--- src/rtl/mem_stage.sv ---
// Pipeline memory stage: issues loads/stores over a req/ready data-memory port,
// formats load data and registers results into the MEM latch. Optional: MEM_FWD_EN.
`ifndef AGEX_latch_WIDTH
`define AGEX_latch_WIDTH 204
`endif
`ifndef MEM_latch_WIDTH
`define MEM_latch_WIDTH 172
`endif
`ifndef from_MEM_to_AGEX_WIDTH
`define from_MEM_to_AGEX_WIDTH 39
`endif
`ifndef from_MEM_to_DE_WIDTH
`define from_MEM_to_DE_WIDTH 7
`endif

module mem_stage #(
   parameter int DBITS   = 32,
   parameter int REGBITS = 5
) (
   input  logic                               clk,
   input  logic                               reset,
   input  logic [`AGEX_latch_WIDTH-1:0]       from_AGEX_latch,
   output logic [`MEM_latch_WIDTH-1:0]        MEM_latch_out,
   output logic [`from_MEM_to_AGEX_WIDTH-1:0] from_MEM_to_AGEX,
   output logic [`from_MEM_to_DE_WIDTH-1:0]   from_MEM_to_DE,
   output logic                               dmem_req,
   output logic                               dmem_we,
   output logic [DBITS-1:0]                   dmem_addr,
   output logic [3:0]                         dmem_wstrb,
   output logic [DBITS-1:0]                   dmem_wdata,
   input  logic                               dmem_ready,
   input  logic [DBITS-1:0]                   dmem_rdata,
   output logic                               state_dbg
);

   localparam int OPBITS = 6;
   localparam logic [OPBITS-1:0] OP_LB  = 6'd8;
   localparam logic [OPBITS-1:0] OP_LBU = 6'd9;
   localparam logic [OPBITS-1:0] OP_LH  = 6'd10;
   localparam logic [OPBITS-1:0] OP_LHU = 6'd11;
   localparam logic [OPBITS-1:0] OP_LW  = 6'd12;
   localparam logic [OPBITS-1:0] OP_SB  = 6'd13;
   localparam logic [OPBITS-1:0] OP_SH  = 6'd14;
   localparam logic [OPBITS-1:0] OP_SW  = 6'd15;

   typedef struct packed {
      logic [DBITS-1:0]   inst;
      logic [DBITS-1:0]   PC;
      logic [OPBITS-1:0]  op_I;
      logic [DBITS-1:0]   inst_count;
      logic [REGBITS-1:0] reg_dest;
      logic [DBITS-1:0]   result;
      logic [DBITS-1:0]   st_data;
      logic               wr_reg;
      logic [DBITS-1:0]   bus_canary;
   } agex_t;

   typedef struct packed {
      logic [DBITS-1:0]   inst;
      logic [DBITS-1:0]   PC;
      logic [OPBITS-1:0]  op_I;
      logic [DBITS-1:0]   inst_count;
      logic [REGBITS-1:0] reg_dest;
      logic [DBITS-1:0]   wb_val;
      logic               wr_reg;
      logic [DBITS-1:0]   bus_canary;
   } mem_t;

   typedef enum logic {IDLE = 1'b0, WAIT = 1'b1} state_t;

   agex_t      ag;
   mem_t       mem_q, mem_d;
   state_t     state_q, state_d;
   logic [1:0] off;
   logic       is_load, is_store, misaligned, access, mem_stall, wr_eff;
   logic [7:0]       sel_byte;
   logic [15:0]      sel_half;
   logic [DBITS-1:0] load_val;
   logic             fwd_valid;
   logic [REGBITS-1:0] fwd_dest;
   logic [DBITS-1:0]   fwd_val;

   assign ag  = from_AGEX_latch;
   assign off = ag.result[1:0];

   always_comb begin
      is_load    = 1'b0;
      is_store   = 1'b0;
      misaligned = 1'b0;
      case (ag.op_I)
         OP_LB, OP_LBU: is_load = 1'b1;
         OP_LH, OP_LHU: begin is_load  = 1'b1; misaligned = off[0];         end
         OP_LW:         begin is_load  = 1'b1; misaligned = (off != 2'b00); end
         OP_SB:         is_store = 1'b1;
         OP_SH:         begin is_store = 1'b1; misaligned = off[0];         end
         OP_SW:         begin is_store = 1'b1; misaligned = (off != 2'b00); end
         default:       ;
      endcase
   end

   assign access = (is_load || is_store) && !misaligned;

   // FSM: WAIT keeps the request up; the AGEX latch is held by mem_stall meanwhile.
   always_comb begin
      state_d  = state_q;
      dmem_req = 1'b0;
      case (state_q)
         IDLE: begin
            dmem_req = access;
            if (access && !dmem_ready) state_d = WAIT;
         end
         WAIT: begin
            dmem_req = 1'b1;
            if (dmem_ready) state_d = IDLE;
         end
         default: state_d = IDLE;
      endcase
      if (reset) begin
         dmem_req = 1'b0;
         state_d  = IDLE;
      end
   end

   assign mem_stall = dmem_req && !dmem_ready;
   assign state_dbg = state_q;

   assign dmem_we   = is_store;
   assign dmem_addr = {ag.result[DBITS-1:2], 2'b00};

   always_comb begin
      dmem_wstrb = 4'b0000;
      dmem_wdata = ag.st_data;
      case (ag.op_I)
         OP_SB: begin
            dmem_wstrb = 4'b0001 << off;
            dmem_wdata = {(DBITS/8){ag.st_data[7:0]}};
         end
         OP_SH: begin
            dmem_wstrb = 4'b0011 << off;
            dmem_wdata = {(DBITS/16){ag.st_data[15:0]}};
         end
         OP_SW:   dmem_wstrb = 4'b1111;
         default: ;
      endcase
   end

   assign sel_byte = dmem_rdata[{off, 3'b000} +: 8];
   assign sel_half = dmem_rdata[{off[1], 4'b0000} +: 16];

   always_comb begin
      load_val = dmem_rdata;
      case (ag.op_I)
         OP_LB:   load_val = {{(DBITS-8){sel_byte[7]}}, sel_byte};
         OP_LBU:  load_val = {{(DBITS-8){1'b0}}, sel_byte};
         OP_LH:   load_val = {{(DBITS-16){sel_half[15]}}, sel_half};
         OP_LHU:  load_val = {{(DBITS-16){1'b0}}, sel_half};
         default: ;
      endcase
   end

   // Stores, misaligned accesses and x0 destinations never write back.
   assign wr_eff = ag.wr_reg && !is_store && !misaligned && (ag.reg_dest != '0);

   always_comb begin
      mem_d = '0;
      if (!mem_stall) begin
         mem_d.inst       = ag.inst;
         mem_d.PC         = ag.PC;
         mem_d.op_I       = ag.op_I;
         mem_d.inst_count = ag.inst_count;
         mem_d.reg_dest   = ag.reg_dest;
         mem_d.bus_canary = ag.bus_canary;
         mem_d.wr_reg     = wr_eff;
         if (misaligned || is_store) mem_d.wb_val = '0;
         else if (is_load)           mem_d.wb_val = load_val;
         else                        mem_d.wb_val = ag.result;
      end
   end

   always_ff @(posedge clk) begin
      if (reset) begin
         state_q <= IDLE;
         mem_q   <= '0;
      end else begin
         state_q <= state_d;
         mem_q   <= mem_d;
      end
   end

   assign MEM_latch_out = mem_q;

`ifdef MEM_FWD_EN
   assign fwd_valid = mem_q.wr_reg && (mem_q.reg_dest != '0);
   assign fwd_dest  = mem_q.reg_dest;
   assign fwd_val   = mem_q.wb_val;
`else
   assign fwd_valid = 1'b0;
   assign fwd_dest  = '0;
   assign fwd_val   = '0;
`endif

   assign from_MEM_to_AGEX = {mem_stall, fwd_valid, fwd_dest, fwd_val};
   assign from_MEM_to_DE   = {mem_stall, ag.reg_dest, wr_eff};

endmodule
--- config.mk ---
export PLATFORM = sky130hd
export DESIGN_NAME = mem_stage
export DESIGN_NICKNAME = d
export VERILOG_FILES = /design/src/rtl/mem_stage.sv
export SDC_FILE = /design/constraint.sdc
export NUM_CORES = 1
export LEC_CHECK = 0
export CAP_MARGIN = 20
export CORE_AREA = 2 2 205 207
export CTS_CLUSTER_SIZE = 8
export DETAILED_ROUTE_END_ITERATION = 8
export DIE_AREA = 0 0 207 209
export PLACE_DENSITY = 0.56
export SYNTH_ARGS = -nofsm -noshare
export SYNTH_HDL_FRONTEND = slang
export SYNTH_SLANG_ARGS = --single-unit
--- constraint.sdc ---
create_clock -name clk -period 2.9 [get_ports clk]
set_input_delay 0.725 -clock clk [delete_from_list [all_inputs] [get_ports clk]]
set_output_delay 0.725 -clock clk [all_outputs]
set_load 0.02 [all_outputs]
==> flow_summary.toml, run 1 <==
[place]
gp_congestion = 0.873
place_inst = 1695
portBuffers = 487
dpl_cell_area_um2 = 12200
place_ws_ps = -983
hpwl_um = 23900

[yosys]
yosysWarnings = 0
synth_edf_count = 0
synthMostInstantiatedCell = "dfxtp_1"
ys_seq_area_share_pct = 51.3
yosysTopAreaCellShare_pct = 51.3
synth.area.top_cells = "dfxtp_1 51%, and3_1 13%, buf_4 9.6%"
ys_seq_elements = 173
synth_flop_cell = "dfxtp_1"
synth_top_area_cell = "dfxtp_1"
synth_area_um2 = 6750
ys_top_cells_by_count = "173 x dfxtp_1, 144 x and3_1, 86 x buf_4"
async_reset_ff_share_pct = 0
synth.avg_cell_area_um2 = 9.63
synth_cell_types = 43
netlist_instances = 701

[setup_path]
critPathRequiredTime_ps = 2170
cp_slowest_cell = "mux2_4"
path_max_fanout = 8
cpPeakStageDelay_ps = 300
arrival_ps = 2180
worst_r2r_endpoint = "MEM_latch_out[33]"
path_cells = "buf_8 > nor3b_4 > nand2_2 > nor2_2 > buf_6 > buf_12 > nor2_4 > buf_12 > mux2_4 > buf_6"
crit_path_start_kind = "primary input"
ff2ff_path_depth = 5
endpoint_kind = "output pin"
r2r-start = "state_dbg"
reg2reg_slack_ps = 1250
worstSetupPathType = "in -> out"

[timing]
setup_slack_ps = -4.90
finalSetupTns_ps = -9.92
fin_crit_sh_pct = 100
tightest_slew_ps = 649
max_freq_ghz = 0.344
post-route-min-period_ps = 2900
slew_headroom_pct = 56.7
skew_ps = 17.4
finalSetupViolCount = 4
drv_slew = 0
rsz0062_at_grt = "yes"
finalHoldViolations = 0
holdWs_ps = 528

[cells_and_area]
fin_nets = 1424
fin_cells = 1737
fin_area_um2 = 13000
fillers = 4325
drive_gt1_share_pct = 15.5
final_core_util_pct = 31.5
antenna_cells = 0
area_delta_synth_final_pct = 92.9

[flow_run]
drv_cap = 0

[global_route]
grt_pass1_vias = 6859
overflow = 0
track_usage_pct = 13.3
antenna_found_initial = 0
grt_max_degree = 65
grt_pass1_wl_um = 43300

[clocking]
insertion_delay_ps = 460
cts_sinks = 173
cts_root_buf = "clkbuf_16"
clock_path_buffers = 2
cts_tree = "done"
path_clk_slew_ps = 70
cts_hold_buffers = 0
cts_max_level = 4
cts-buffers-inserted = 17

[floorplanning]
ios = 528
rows = 75
die_y_um = 209
coreArea_um2 = 41300
start_util_pct = 16.4
die-area_um2 = 43300
fp.dieW_um = 207

[detailed_routing]
vias_per_cell = 3.96
vias = 6880
wl_per_cell_um = 17.4
drc = 0
drtPass1Iterations = 5
drtIter0Drc = 429
ant_nets = 0
finalWirelength_um = 30200

[status]
status = "complete, but fails checks"
violations = "negative setup slack"

[power]
leakagePower_nw = 5.62
vdd_drop_max_v = 0.000267
power.density_nw_per_um2 = 490
p_total_mw = 6.38

[worst_hold_path]
min_to = "MEM_latch_out[105]"
hp-class = "in -> reg"
hp-start = "from_AGEX_latch[137]"
holdPathStages = 2
-- flip-flops by register name (all words and copies together), names as in the netlist --
register,flops
MEM_latch_out,172
state_dbg,1
-- where the power goes --
part | internal (mW) | switching, mW | total [mW]
clock | 1.24 | 1.09 | 2.33
combinational | 0.800 | 0.685 | 1.49
sequential | 2.52 | 0.0456 | 2.57
total | 4.57 | 1.82 | 6.38
-- cell type report --
cell class / instances / area (um^2) / area share, %
timing repair buffer: 568 / 5640 / 43.3
sequential: 173 / 3460 / 26.6
multi-input combinational: 421 / 2650 / 20.3
tap: 539 / 674 / 5.18
clock buffer: 19 / 443 / 3.40
clock inverter: 13 / 146 / 1.12
inverter: 4 / 15.0 / 0.115
-- timing repair --
action,4_1_cts,5_1_grt
setup endpoints to repair,33,28
pin swaps,6,5
gates resized for setup,188,38
buffers inserted,8,1
hold endpoints to repair,0,0
cloned,2,0
-- worst max-delay path by stage --
| stage | startpoint | end | slack, ps | cells after the start |
|---|---|---|---|---|
| after floorplan | from_AGEX_latch[137] | dmem_wdata[16] | 20 | 6 |
| after global placement | from_AGEX_latch[137] | from_MEM_to_DE[6] | -940 | 7 |
| after detailed placement | from_AGEX_latch[137] | from_MEM_to_DE[6] | -980 | 7 |
| after CTS | from_AGEX_latch[136] | dmem_wdata[22] | -60 | 9 |
| after global routing | from_AGEX_latch[139] | dmem_wdata[22] | -90 | 10 |
| final | from_AGEX_latch[139] | dmem_wdata[22] | -5 | 10 |
-- logic make-up (layout without fill, tap and decap cells) --
family | after synthesis | after routing | synth area share (%)
other | 1 | 40 | 0.0555
DFF | 173 | 173 | 51.3
muxes | 20 | 20 | 3.50
AOI/OAI and AO/OA | 112 | 112 | 10.7
buffers and inverters | 146 | 604 | 13.5
and+or+nand+nor | 249 | 249 | 21.0
-- layout by cell type, fill, tap and decap left out, types with 5 or more instances in the layout --
master / count
a21o_1: 13
a21oi_1: 29
a22o_1: 8
a31oi_1: 13
and2_1: 5
and3_1: 144
buf_12: 10
buf_2: 10
buf_4: 67
buf_6: 24
clkbuf_16: 17
clkdlybuf4s50_1: 443
conb_1: 40
dfxtp_1: 173
dlymetal6s2s_1: 5
mux2_2: 7
mux2_4: 12
nand2_1: 33
nand3_1: 11
nor2_1: 26
nor3_1: 6
o21ai_0: 18
o221ai_1: 9
or3_1: 5
-- critical path: cells and delay by family --
family,cells,cell delay [ps]
buffers and inverters,5,610
AND/OR/NAND/NOR,4,520
multiplexers,1,300
-- per-layer routing --
layer	vias up	part of all wire, %	wire, um	global-route usage [%]
li1	3300	-	-	-
met1	3201	42	12600	15.8
met2	341	50	15000	22.9
met3	38	6.7	2040	3.79
met4	0	2.0	611	4.98
met5	-	0	0	0
No activity file was read; power rests on OpenSTA's default activity.
==> run 2: changes to the inputs <==
--- a/config.mk
+++ b/config.mk
@@ -5,6 +5,7 @@
 export SDC_FILE = /design/constraint.sdc
 export NUM_CORES = 1
 export LEC_CHECK = 0
+export ABC_AREA = 0
 export CAP_MARGIN = 20
 export CORE_AREA = 2 2 205 207
 export CTS_CLUSTER_SIZE = 8
==> results of run 2 <==
The final DEF is identical to that of run 1; final timing and power are the same.
==> run 3: changes to the inputs <==
==> config.mk (replaced) <==
export PLATFORM = sky130hd
export DESIGN_NAME = mem_stage
export DESIGN_NICKNAME = d
export VERILOG_FILES = /design/src/rtl/mem_stage.sv
export SDC_FILE = /design/constraint.sdc
export NUM_CORES = 1
export LEC_CHECK = 0
export ABC_AREA = 1
export CAP_MARGIN = 15
export CORE_AREA = 2 2 206 208
export CTS_CLUSTER_SIZE = 8
export DETAILED_ROUTE_END_ITERATION = 8
export DIE_AREA = 0 0 208 210
export PLACE_DENSITY = 0.59
export SYNTH_ARGS = -nofsm -noshare
export SYNTH_HDL_FRONTEND = slang
export SYNTH_SLANG_ARGS = --single-unit
==> constraint.sdc (replaced) <==
create_clock -name clk -period 2.9 [get_ports clk]
set_input_delay 0.725 -clock clk [delete_from_list [all_inputs] [get_ports clk]]
set_output_delay 0.725 -clock clk [all_outputs]
set_load 0.05 [all_outputs]
==> run 3 against run 2 <==
Effect of this change:
- the run now ends clean
- register-to-register slack improved by 350 ps
- core utilization grew 2.6 points
- non-clock buffer count down 18
- combinational power rose by 48%
- power increased by 12%
- synthesized cell count increased by 24%
- first-iteration DRC count is 27% lower
==> flow_summary.toml, run 3 <==
[detailed_routing]
dr_wl_met3_um = 2630
finalWirelength_um = 33500
wl_met1_um = 12700
ant_nets = 0
dr_wl_met2_um = 17200
vias = 7603
top_layer_used = "met4"
drtIter0Drc = 312
vias_per_cell = 4.03
wl_per_cell_um = 17.8
drc = 0
drtPass1Iterations = 5

[timing]
max_freq_ghz = 0.361
setup_slack_ps = 133
skew_ps = 8.75
finalHoldViolations = 0
post-route-min-period_ps = 2770
fin_crit_sh_pct = 95.4
slew_headroom_pct = 47.1
rsz0062_at_grt = "no"
tightest_slew_ps = 791
finalSetupViolCount = 0
holdWs_ps = 527
drv_slew = 0

[yosys]
synth.area.top_cells = "dfxtp_1 45%, nor3b_2 15%, buf_4 8.3%"
synthMuxAreaShare_pct = 0
synth-compound-area-share_pct = 6.48
ys_seq_elements = 173
synthXorXnorAreaFrac_pct = 0
ys_seq_area_share_pct = 44.7
synth_top_family_by_area = "simple AND/OR/NAND/NOR gates"
yosysWarnings = 0
synthMostInstantiatedCell = "dfxtp_1"
synth_top_area_cell = "dfxtp_1"
synth_cell_types = 30
ys_top_cells_by_count = "173 x dfxtp_1, 142 x nand2_1, 91 x nor3b_2"
yosys.area_share.simple_pct = 33.1
synth_flop_cell = "dfxtp_1"
synth_edf_count = 0
netlist_instances = 867
synth_area_um2 = 7740
async_reset_ff_share_pct = 0
yosysTopAreaCellShare_pct = 44.7
synth.avg_cell_area_um2 = 8.93
synthAdderAreaFrac_pct = 0

[global_route]
track_usage_pct = 15.1
grt_pass1_wl_um = 48700
grt_pass1_vias = 7700
antenna_found_initial = 5
grt_max_degree = 116
overflow = 0

[clocking]
path_clk_slew_ps = 90
cts_hold_buffers = 0
insertion_delay_ps = 490
cts_sinks = 173
cts_tree = "done"
cts_max_level = 4
clock_path_buffers = 2
cts-buffers-inserted = 17
cts_root_buf = "clkbuf_16"

[cells_and_area]
fillers = 4257
fin_nets = 1573
mostFrequentLayoutCells = "402 x clkdlybuf4s50_1, 173 x dfxtp_1, 127 x nand2_1"
area_delta_synth_final_pct = 82.9
mostFrequentLayoutCell = "clkdlybuf4s50_1"
drive_gt1_share_pct = 24.1
largest_reg_flops = 172

[place]
gp_congestion = 0.874
hpwl_um = 26900
portBuffers = 487
place_ws_ps = -216

[floorplanning]
ios = 528
die_y_um = 210
start_util_pct = 18.7
die-area_um2 = 43700
fp.dieW_um = 208
rows = 75
coreArea_um2 = 41500

[setup_path]
endpoint_kind = "output pin"
critPathRequiredTime_ps = 2170
path_max_fanout = 4
arrival_ps = 2040
worstSetupPathType = "in -> out"
crit_path_start_kind = "primary input"

[power]
p_total_mw = 7.12
power_frac_seq_pct = 36.0
power.density_nw_per_um2 = 503
internal-power_mw = 4.56
sw_frac_of_total_pct = 35.9
vdd_drop_max_v = 0.000355
pwr-share-clk_pct = 33.0
combinationalPowerShare_pct = 31.0
p_switching_mw = 2.56
leakagePower_nw = 5.87

[worst_hold_path]
hp-class = "in -> reg"

[status]
status = "finished clean"

[flow_run]
drv_cap = 0
==> run 3: cell count changes in the layout (fill, tap and decap cells not counted), moves of 17 or more <==
cell             change
a21oi_1             -17
and3_1             -144
buf_12              +45
buf_4               +18
buf_6               -23
clkdlybuf4s50_1     -41
inv_1               +57
nand2_1             +94
nand3_1             +21
nor2_1              +31
nor3b_1             +40
nor3b_2             +91
o211ai_1            +20
==> run 3: critical path: stages <==
cell and delay [ps]:
clkdlybuf4s50_1 410, buf_4 160, nand2_1 110, nand3_2 120, nand2_1 90, nand3_2 70, inv_1 100, buf_12 120
buf_12 130
==> run 3: logic make-up after synthesis <==
| kind of cell | count (synthesis) |
|---|---|
| buffers and inverters | 209 |
| other | 1 |
| AND/OR/NAND/NOR | 397 |
| AO/OA/AOI/OAI | 87 |
| flip-flops | 173 |
==> run 3: area by class of cell <==
cell class / count / area (um^2) / share of cell area (%)
Timing Repair Buffer: 550 / 5820 / 41.1
Multi-Input combinational cell: 524 / 3360 / 23.7
Clock buffer: 17 / 425 / 3.00
Sequential cell: 173 / 3460 / 24.5
Inverter: 68 / 255 / 1.80
Tap cell: 539 / 674 / 4.76
Clock inverter: 15 / 168 / 1.18
Antenna cell: 1 / 2.50 / 0.0177
==> run 3: power by group through the flow <==
stage	Clock (mW)	Combinational, mW	Sequential (mW)
2_1_floorplan	0	0.767	3.15
3_3_place_gp	0	2.20	2.62
3_5_place_dp	0	2.21	2.62
4_1_cts	2.47	2.22	2.57
5_1_grt	2.54	2.30	2.58
6_report	2.35	2.20	2.57
==> run 3: worst paths after layout <==
kind                            cells past startpoint            endpoint  slack (ps)                 start
worst max-delay path                                9   from_MEM_to_DE[6]         130   from_AGEX_latch[65]
worst min-delay path                                3  MEM_latch_out[104]         530  from_AGEX_latch[136]
worst max register to register                      5   MEM_latch_out[24]        1600             state_dbg
worst min register to register                      5           state_dbg         770             state_dbg
==> run 3: routing by layer <==
metal,vias to the layer above,track usage (%)
met2,400,26.8
met3,56,5.44
met1,3506,16.2
met4,0,6.46
li1,3641,-
met5,-,0
==> run 3: stage by stage <==
stage	setup TNS, ps	util [%]	cell area, um^2	std cells
global placement	-3890	32.5	13500	1851
floorplan	-274	-	7950	906
global route	0	34.1	14200	1887
CTS	0	34.1	14100	1885
finish	0	34.1	14200	1887
detailed placement	-4820	32.5	13500	1851
==> run 3: timing repair <==
| action | 4_1_cts | 5_1_grt |
|---|---|---|
| setup buffers | 2 | 1 |
| gates resized for setup | 27 | 22 |
| endpoints found under the hold margin | 0 | 0 |
| pin swaps | 3 | 3 |
| endpoints found under the setup margin | 32 | 23 |
